## src/rtl/digdug_hiscore_xfer_pkg.sv

```systemverilog
// Shared types for the Dig Dug hiscore transfer engine.
// The CSUM state exists only when HISCORE_CHECKSUM_EN is defined.
package digdug_hiscore_xfer_pkg;

  localparam int unsigned ADDR_W = 11;
  localparam int unsigned LEN_W  = 11;

  typedef logic [ADDR_W-1:0] addr_t;
  typedef logic [LEN_W-1:0]  len_t;

  localparam logic OP_DUMP    = 1'b0;
  localparam logic OP_RESTORE = 1'b1;

  typedef enum logic [3:0] {
    IDLE,
    SETUP,
    RD_ADDR,
    RD_WAIT,
    RD_OUT,
    WR_IN,
    WR_STB,
`ifdef HISCORE_CHECKSUM_EN
    CSUM,
`endif
    FINISH
  } state_t;

endpackage

```

## src/rtl/digdug_hiscore_xfer.sv

```systemverilog
// Moves hiscore bytes between a host stream and the core's hiscore RAM port.
// Optional trailing checksum byte enabled by HISCORE_CHECKSUM_EN.
module digdug_hiscore_xfer
  import digdug_hiscore_xfer_pkg::*;
#(
  parameter int unsigned ACC_SETUP = 2,
  parameter int unsigned RD_LAT    = 1
) (
  input  logic              MCLK,
  input  logic              RESET,
  input  logic              CMD_VALID,
  output logic              CMD_READY,
  input  logic              CMD_OP,
  input  logic [ADDR_W-1:0] CMD_BASE,
  input  logic [LEN_W-1:0]  CMD_LEN,
  input  logic              IN_VALID,
  input  logic [7:0]        IN_DATA,
  output logic              IN_READY,
  output logic              OUT_VALID,
  output logic [7:0]        OUT_DATA,
  input  logic              OUT_READY,
  output logic [ADDR_W-1:0] hs_address,
  output logic [7:0]        hs_data_in,
  output logic              hs_write,
  output logic              hs_access,
  input  logic [7:0]        hs_data_out,
  output logic              BUSY,
  output logic              DONE,
  output logic              ERR
);

  localparam logic [15:0] SETUP_LAST = 16'((ACC_SETUP > 0) ? ACC_SETUP - 1 : 0);
  localparam logic [15:0] WAIT_LAST  = 16'((RD_LAT > 0) ? RD_LAT - 1 : 0);

  state_t      state;
  logic        op;
  addr_t       base;
  len_t        len;
  len_t        idx;
  logic [15:0] cnt;

`ifdef HISCORE_CHECKSUM_EN
  localparam state_t TAIL = CSUM;
  logic [7:0] sum;
  logic       err_q;
  assign ERR = err_q;
`else
  localparam state_t TAIL = FINISH;
  assign ERR = 1'b0;
`endif

  assign CMD_READY = (state == IDLE);
  assign BUSY      = (state != IDLE);
  assign hs_access = (state != IDLE);
  assign DONE      = (state == FINISH);
`ifdef HISCORE_CHECKSUM_EN
  assign IN_READY  = (state == WR_IN) || ((state == CSUM) && (op == OP_RESTORE));
`else
  assign IN_READY  = (state == WR_IN);
`endif

  always_ff @(posedge MCLK or posedge RESET) begin
    if (RESET) begin
      state      <= IDLE;
      op         <= OP_DUMP;
      base       <= '0;
      len        <= '0;
      idx        <= '0;
      cnt        <= '0;
      hs_address <= '0;
      hs_data_in <= '0;
      hs_write   <= 1'b0;
      OUT_VALID  <= 1'b0;
      OUT_DATA   <= '0;
`ifdef HISCORE_CHECKSUM_EN
      sum        <= '0;
      err_q      <= 1'b0;
`endif
    end else begin
      case (state)
        IDLE: if (CMD_VALID) begin
          op    <= CMD_OP;
          base  <= CMD_BASE;
          len   <= CMD_LEN;
          idx   <= '0;
          cnt   <= '0;
          state <= SETUP;
`ifdef HISCORE_CHECKSUM_EN
          sum   <= '0;
          err_q <= 1'b0;
`endif
        end
        SETUP: begin
          if (cnt == SETUP_LAST) begin
            cnt        <= '0;
            hs_address <= base;
            state      <= (op == OP_RESTORE) ? WR_IN : RD_ADDR;
          end else begin
            cnt <= cnt + 16'd1;
          end
        end
        RD_ADDR: begin
          cnt   <= '0;
          state <= RD_WAIT;
        end
        RD_WAIT: begin
          if (cnt == WAIT_LAST) begin
            cnt       <= '0;
            OUT_DATA  <= hs_data_out;
            OUT_VALID <= 1'b1;
`ifdef HISCORE_CHECKSUM_EN
            sum       <= sum + hs_data_out;
`endif
            state     <= RD_OUT;
          end else begin
            cnt <= cnt + 16'd1;
          end
        end
        RD_OUT: if (OUT_READY) begin
          OUT_VALID <= 1'b0;
          if (idx == len) begin
            state <= TAIL;
`ifdef HISCORE_CHECKSUM_EN
            // Checksum byte is presented straight after the last data byte.
            OUT_VALID <= 1'b1;
            OUT_DATA  <= sum;
`endif
          end else begin
            idx        <= idx + 11'd1;
            hs_address <= base + idx + 11'd1;
            state      <= RD_ADDR;
          end
        end
        WR_IN: if (IN_VALID) begin
          hs_data_in <= IN_DATA;
          hs_write   <= 1'b1;
`ifdef HISCORE_CHECKSUM_EN
          sum        <= sum + IN_DATA;
`endif
          state      <= WR_STB;
        end
        WR_STB: begin
          hs_write <= 1'b0;
          if (idx == len) begin
            state <= TAIL;
          end else begin
            idx        <= idx + 11'd1;
            hs_address <= base + idx + 11'd1;
            state      <= WR_IN;
          end
        end
`ifdef HISCORE_CHECKSUM_EN
        CSUM: begin
          if (op == OP_DUMP) begin
            if (OUT_READY) begin
              OUT_VALID <= 1'b0;
              state     <= FINISH;
            end
          end else if (IN_VALID) begin
            if (IN_DATA != sum) err_q <= 1'b1;
            state <= FINISH;
          end
        end
`endif
        FINISH:  state <= IDLE;
        default: state <= IDLE;
      endcase
    end
  end

endmodule

```

## config.mk

```make
export PLATFORM = sky130hd
export DESIGN_NAME = digdug_hiscore_xfer
export DESIGN_NICKNAME = d
export VERILOG_FILES = /design/src/rtl/digdug_hiscore_xfer_pkg.sv /design/src/rtl/digdug_hiscore_xfer.sv
export SDC_FILE = /design/constraint.sdc
export NUM_CORES = 1
export LEC_CHECK = 0
export ABC_AREA = 0
export BUFFER_PORTS_ARGS = -buffer_cell sky130_fd_sc_hd__buf_2
export CORE_MARGIN = 5
export CORE_UTILIZATION = 51
export CTS_CLUSTER_DIAMETER = 60
export DETAILED_ROUTE_END_ITERATION = 7
export PLACE_DENSITY_LB_ADDON = 0.25
export SYNTH_ARGS = -nofsm -noshare
export SYNTH_HDL_FRONTEND = slang
export SYNTH_SLANG_ARGS = --single-unit
```

## constraint.sdc

```tcl
create_clock -name MCLK -period 2 [get_ports MCLK]
set_input_delay 0 -clock MCLK [delete_from_list [all_inputs] [get_ports MCLK]]
set_output_delay 0 -clock MCLK [all_outputs]
set_load 0.005 [all_outputs]
```

* After elaboration in Yosys (flattened, before gate mapping) *
Index checks and enable logic that the tools add are counted.

operators by class
  $add $sub $neg = 4
  equal/unequal tests = 14
  mux-type cells = 26
  reductions and logical operators = 17

operator list
  operator                                                                 number
  11-bit two-way mux                                                       6
  11-bit one-hot mux with 3 select lines                                   2
  16-bit one-hot mux with 4 select lines                                   1
  16-bit two-way mux                                                       3
  4-bit one-hot mux with 7 select lines                                    1
  11-bit by 1-bit adder with 11-bit output (second input constant)         2
  4-bit two-way mux                                                        5
  16-bit by 1-bit adder with 16-bit output (second input constant)         1
  16-bit by 1-bit equality test with 1-bit output (second input constant)  1
  4-bit by 3-bit equality test with 1-bit output (second input constant)   4
  16-bit logical NOT                                                       1
  11-bit adder                                                             1
  11-bit equality test                                                     1
  2-bit inequality test (second input constant)                            5
  2-bit AND reduction                                                      5
  3-bit AND reduction                                                      3
  4-bit by 2-bit equality test with 1-bit output (second input constant)   2
  4-bit nonzero test                                                       2
  3-bit two-way mux                                                        2
  3-bit nonzero test                                                       2
  5-bit AND reduction                                                      1
  4-bit by 1-bit equality test with 1-bit output (second input constant)   1
  4-bit logical NOT                                                        1
  1-bit one-hot mux with 2 select lines                                    2
  other kinds (3)                                                          6

word-level totals
  bits in registers = 83
  bits of input ports = 44
  output and inout bits = 35
  logic and storage cells = 72

* Longest topological paths before layout *
  depth in word-level cells = 5
  depth in mapped cells = 10
  depth with buffers taken out = 9

* Worst setup path after synthesis *
No wires, ideal clock.

  path kind = register to register
  start point = register idx[0]
  end point = register hs_address[10]
  library setup time = 0.124 ns
  arrival = 2.007 ns
  data required time = 1.876 ns
  slack = -0.131 ns
  cell stages (with the launch flop) = 10
  buffers on the path = 0
  clock period less this slack = 2.131 ns
  cells stage by stage = dfrtp_1 > inv_1 > ha_1 > fa_1 > nor2b_1 > o2111ai_1 > nand4_1 > nand3_1 > and3_1 > o31a_1

on the way
  word-level cells in the longest chain between the ends = 5
  elaborated cells between the ends (all ways) = 6
  those cells by class = add/sub (2); eq/ne (1); mux (3)

ends and longest elaborated chain
  item                                      RTL line                                                RTL
  from (decl)                               digdug_hiscore_xfer.sv:39                               len_t idx;
  from (signal assigned)                    digdug_hiscore_xfer.sv:129                              idx <= idx + 11'd1;
  from (signal assigned)                    digdug_hiscore_xfer.sv:147                              idx <= idx + 11'd1;
  11-bit adder                              digdug_hiscore_xfer.sv:130, digdug_hiscore_xfer.sv:148
  11-bit by 1-bit adder with 11-bit output  digdug_hiscore_xfer.sv:130, digdug_hiscore_xfer.sv:148
  11-bit two-way mux *                      digdug_hiscore_xfer.sv:121, digdug_hiscore_xfer.sv:144
  11-bit two-way mux                        digdug_hiscore_xfer.sv:119                              RD_OUT: if (OUT_READY) begin
  11-bit one-hot mux with 3 select lines *  digdug_hiscore_xfer.sv:80                               case (state)
  to (signal assigned)                      digdug_hiscore_xfer.sv:96                               hs_address <= base;
  to (signal assigned)                      digdug_hiscore_xfer.sv:130                              hs_address <= base + idx + 11'd1;
  to (signal assigned)                      digdug_hiscore_xfer.sv:148                              hs_address <= base + idx + 11'd1;
  to (decl)                                 digdug_hiscore_xfer.sv:22                               output logic [ADDR_W-1:0] hs_address,

Every way passes the cells marked *; elsewhere a longest branch is shown, timed or not. The select of a mux whose other input is x is not followed.
A chain may end at the register's enable or synchronous reset.

* Worst setup path in the final report *
  start point = register idx[0]
  end point = register idx[5]

on the way
  word-level cells in the longest chain between the ends = 4
  elaborated cells between the ends (all ways) = 5
  those cells by class = add/sub (1); eq/ne (1); mux (3)

ends and longest elaborated chain
  item                                                                              RTL line
  11-bit by 1-bit adder with 11-bit output or 11-bit equality test (tied branches)  n/a
  11-bit two-way mux *                                                              digdug_hiscore_xfer.sv:121, digdug_hiscore_xfer.sv:144
  11-bit two-way mux                                                                digdug_hiscore_xfer.sv:119
  11-bit one-hot mux with 3 select lines *                                          digdug_hiscore_xfer.sv:80

Marks and branches as above.

==> out/results.ini <==
[critical_path]
crit_fanout = 7
cp-startpoint = idx[0]
rr_startpoint = idx[0]
r2r-end = idx[5]
setup.worst_path.end = idx[5]
cp-end-kind = flip-flop
reg2regPathDepth = 9
cp_num_cells = 9
path_cells = buf_4 -> xor2_4 -> nor4_4 -> a31oi_4 -> buf_6 -> o2111ai_4 -> buf_4 -> or3_1 -> a21oi_2
cp_top_family = compound AO/OA/AOI/OAI gates
cp.arrival_ns = 2.35
critPathSlowestCell = dfrtp_2
max_stage_delay_ns = 0.42
cpMostUsedCell = buf_4
start_kind = flip-flop
cp_num_buf_inv = 3
crit_required_ns = 2.29
crit_type = flip-flop to flip-flop
r2r_slack_ns = -0.06

[sta]
fmax_ghz = 0.4853
final_hold_viol_count = 0
final.setup.worst_slack_ns = -0.06064
rsz0062_at_grt = yes
period_share_pct = 103.0
setup_viol = 4
min_period_ns = 2.061
maxSlewViolCount = 0
skew_ns = 0.01098

[pwr]
comb_power_share_pct = 53.5
switching_power_uw = 3194
seq_power_share_pct = 32.2
ir_worst_vdd_v = 0.0007224
internal-power_uw = 5305
power_density_mw_per_mm2 = 1336
power.clock.fraction_pct = 14.3
total_power_uw = 8498
power_switching_share_pct = 37.58
leakage_uw = 0.002974

[logic_synthesis]
synth_cells = 419
ys_ff_latch = 82
syn_nets = 478
ys_warn_count = 0
synthArstFlopShare_pct = 100.0
synthTopCellsByCount = dfrtp_1 (82), mux2_2 (39), nand2_1 (39), nor2_1 (30), o21ai_0 (27)
synth_cell_types = 57
yosysSeqAreaShare_pct = 46.59
synth_top_cell_area_share_pct = 46.59
synth_ff_type = dfrtp_1
yosys.area.top_type = dfrtp_1
yosysMostFrequentCell = dfrtp_1
synth-edff-count = 0
syn_avg_cell_area_um2 = 10.51
synth_area_mm2 = 0.004404
ys_top_cells_by_area = dfrtp_1 (47%), mux2_2 (10%), xor2_1 (5.2%)

[drt]
drcViolationCount = 0
drtPass1Iterations = 4
vias = 3857
antenna_left = 0
viasPerCell = 5.320
wl_met1_mm = 5.082
route.met3.wl_um = 548
drt_iter0_markers = 142
highest_layer = met4
route.met2.wl_mm = 5.912
post_drt_wl_per_cell_um = 16.23
wl_mm = 11.77

[global_route]
grt_pass1_vias = 3929
grt_max_degree = 49
grt_antenna_before_repair = 0
grt_use_total_pct = 22.04
grt_pass1_wl_mm = 18.43
grt-ovfl-total = 0

[placement]
routabilityCongestion = 0.8651
port_buffers = 77
place_hpwl_mm = 7.786
pre_cts_ws_ns = -0.1326

[clock_tree]
cts_buffers = 9
cts_tree = yes
max-clock-path-buffers = 2
worstSkewPairLatency_ns = 0.36
cts_num_sinks = 82
path_clk_slew_ns = 0.09
cts-htree-levels = 3
cts-root-buf = clkbuf_8

[floorplanning]
ios = 79
rows = 34
die_w_um = 102.9
core_area_mm2 = 0.008551
die_area_mm2 = 0.01059
fp.dieH_um = 102.9
initial_core_util_pct = 51.51

[hold_path]
hold_path_class = primary input to flip-flop

[outcome]
status = finished with violations
violations = negative setup slack

[job]
drv_cap = 0

[finish]
seqCellArea_mm2 = 0.002057
multi_input_area_mm2 = 0.002464
area_growth_pct = 44.43
fillerInstances = 563
n_antenna_cell = 0
final_nets = 671
drive_gt1_share_pct = 42.95

-- final cells by class --
class / count / share of cell area, %
multi-input cells: 308 / 38.73
flip-flops and latches: 82 / 32.34
repair buffers: 199 / 22.99
well taps: 108 / 2.124
clock buffers: 10 / 2.006
clock inverters: 6 / 1.042
inverters: 12 / 0.7671
-- state kept, by name (all words and copies together) (netlist names), 3 cells and up --
name,cells
OUT_DATA,8
base,11
cnt,16
hs_address,11
hs_data_in,8
idx,11
len,11
state,3
-- worst min-delay path by stage --
stage	depth (start not counted)	to	start
6_report	3	idx[5]	CMD_VALID
3_3_place_gp	2	OUT_VALID	RESET
3_5_place_dp	2	OUT_DATA[3]	RESET
5_1_grt	3	idx[5]	CMD_VALID
4_1_cts	3	OUT_DATA[3]	RESET
2_1_floorplan	2	base[0]	CMD_BASE[0]
-- routing by layer --
metal,up-vias,track usage [%]
li1,1856,-
met5,-,0
met1,1870,29.03
met3,20,3.992
met2,111,36.01
met4,0,8.865
-- power by group through the flow --
stage	sequential [uW]	clock, uW	combinational [uW]
finish	2730	1220	4550
global route	2820	1310	4930
CTS	2690	1240	3880
detailed placement	2730	0	3670
global placement	2700	0	3570
floorplan	2660	0	2320
-- tightest hold or removal path, stage by stage --
cell and delay (ns):
buf_2 0.11, and2_4 0.23, a21oi_2 0.05
-- placed cells by master (no fill, tap or decap), types with 4 or more instances in the layout --
cell           Yosys  routed
a21oi_1           18      14
a21oi_2            0       4
and3_1             8       7
buf_2              6      77
buf_4              5      72
buf_6              4       5
clkbuf_8           0       9
clkinvlp_4         0       4
dfrtp_1           82      78
dfrtp_2            0       4
dlygate4sd3_1      0      42
ha_1              14      11
inv_1             12       9
mux2_2            39      29
mux2_4             0      10
nand2_1           39      39
nand2b_1           4       4
nand3_1            9       7
nand4_1            5       5
nor2_1            30      30
nor3_1             7       5
o21a_1             4       4
o21ai_0           27      17
o21ai_1            2      12
or3_1              6       5
xor2_1            26      23
-- cells by family (layout without fill, tap and decap cells) --
| family | count (synthesis) | in the layout | share of synthesized area (%) |
|---|---|---|---|
| AOI/OAI and AO/OA | 80 | 80 | 12.10 |
| xor gates and xnor gates | 29 | 29 | 5.767 |
| adders and majority gates | 15 | 15 | 4.432 |
| buffers and inverters | 29 | 227 | 3.750 |
| DFF | 82 | 82 | 46.59 |
| muxes | 42 | 42 | 10.65 |
| other | 1 | 1 | 0.08515 |
| and+or+nand+nor | 141 | 141 | 16.62 |
-- what timing repair did --
item,in CTS,in global routing
hold endpoints to repair,123,0
cloned,0,0
pin swaps,8,25
hold buffers,42,0
endpoints found under the setup margin,11,55
setup buffers,5,11
gates resized for setup,9,61
-- stage by stage --
stage	hold slack (ns)	setup TNS, ns	std cells	utilization (%)	cell area (um2)
global route	0.05460	-1.641	725	74.39	6361
global placement	-0.07711	-0.1786	652	62.50	5344
floorplan	0.1168	-0.05220	419	-	4418
detailed placement	-0.07556	-0.5426	652	62.50	5344
finish	0.06091	-0.1702	725	74.39	6361
CTS	0.07635	-0.1547	715	70.41	6021
Power figures use the tool's default switching activity.
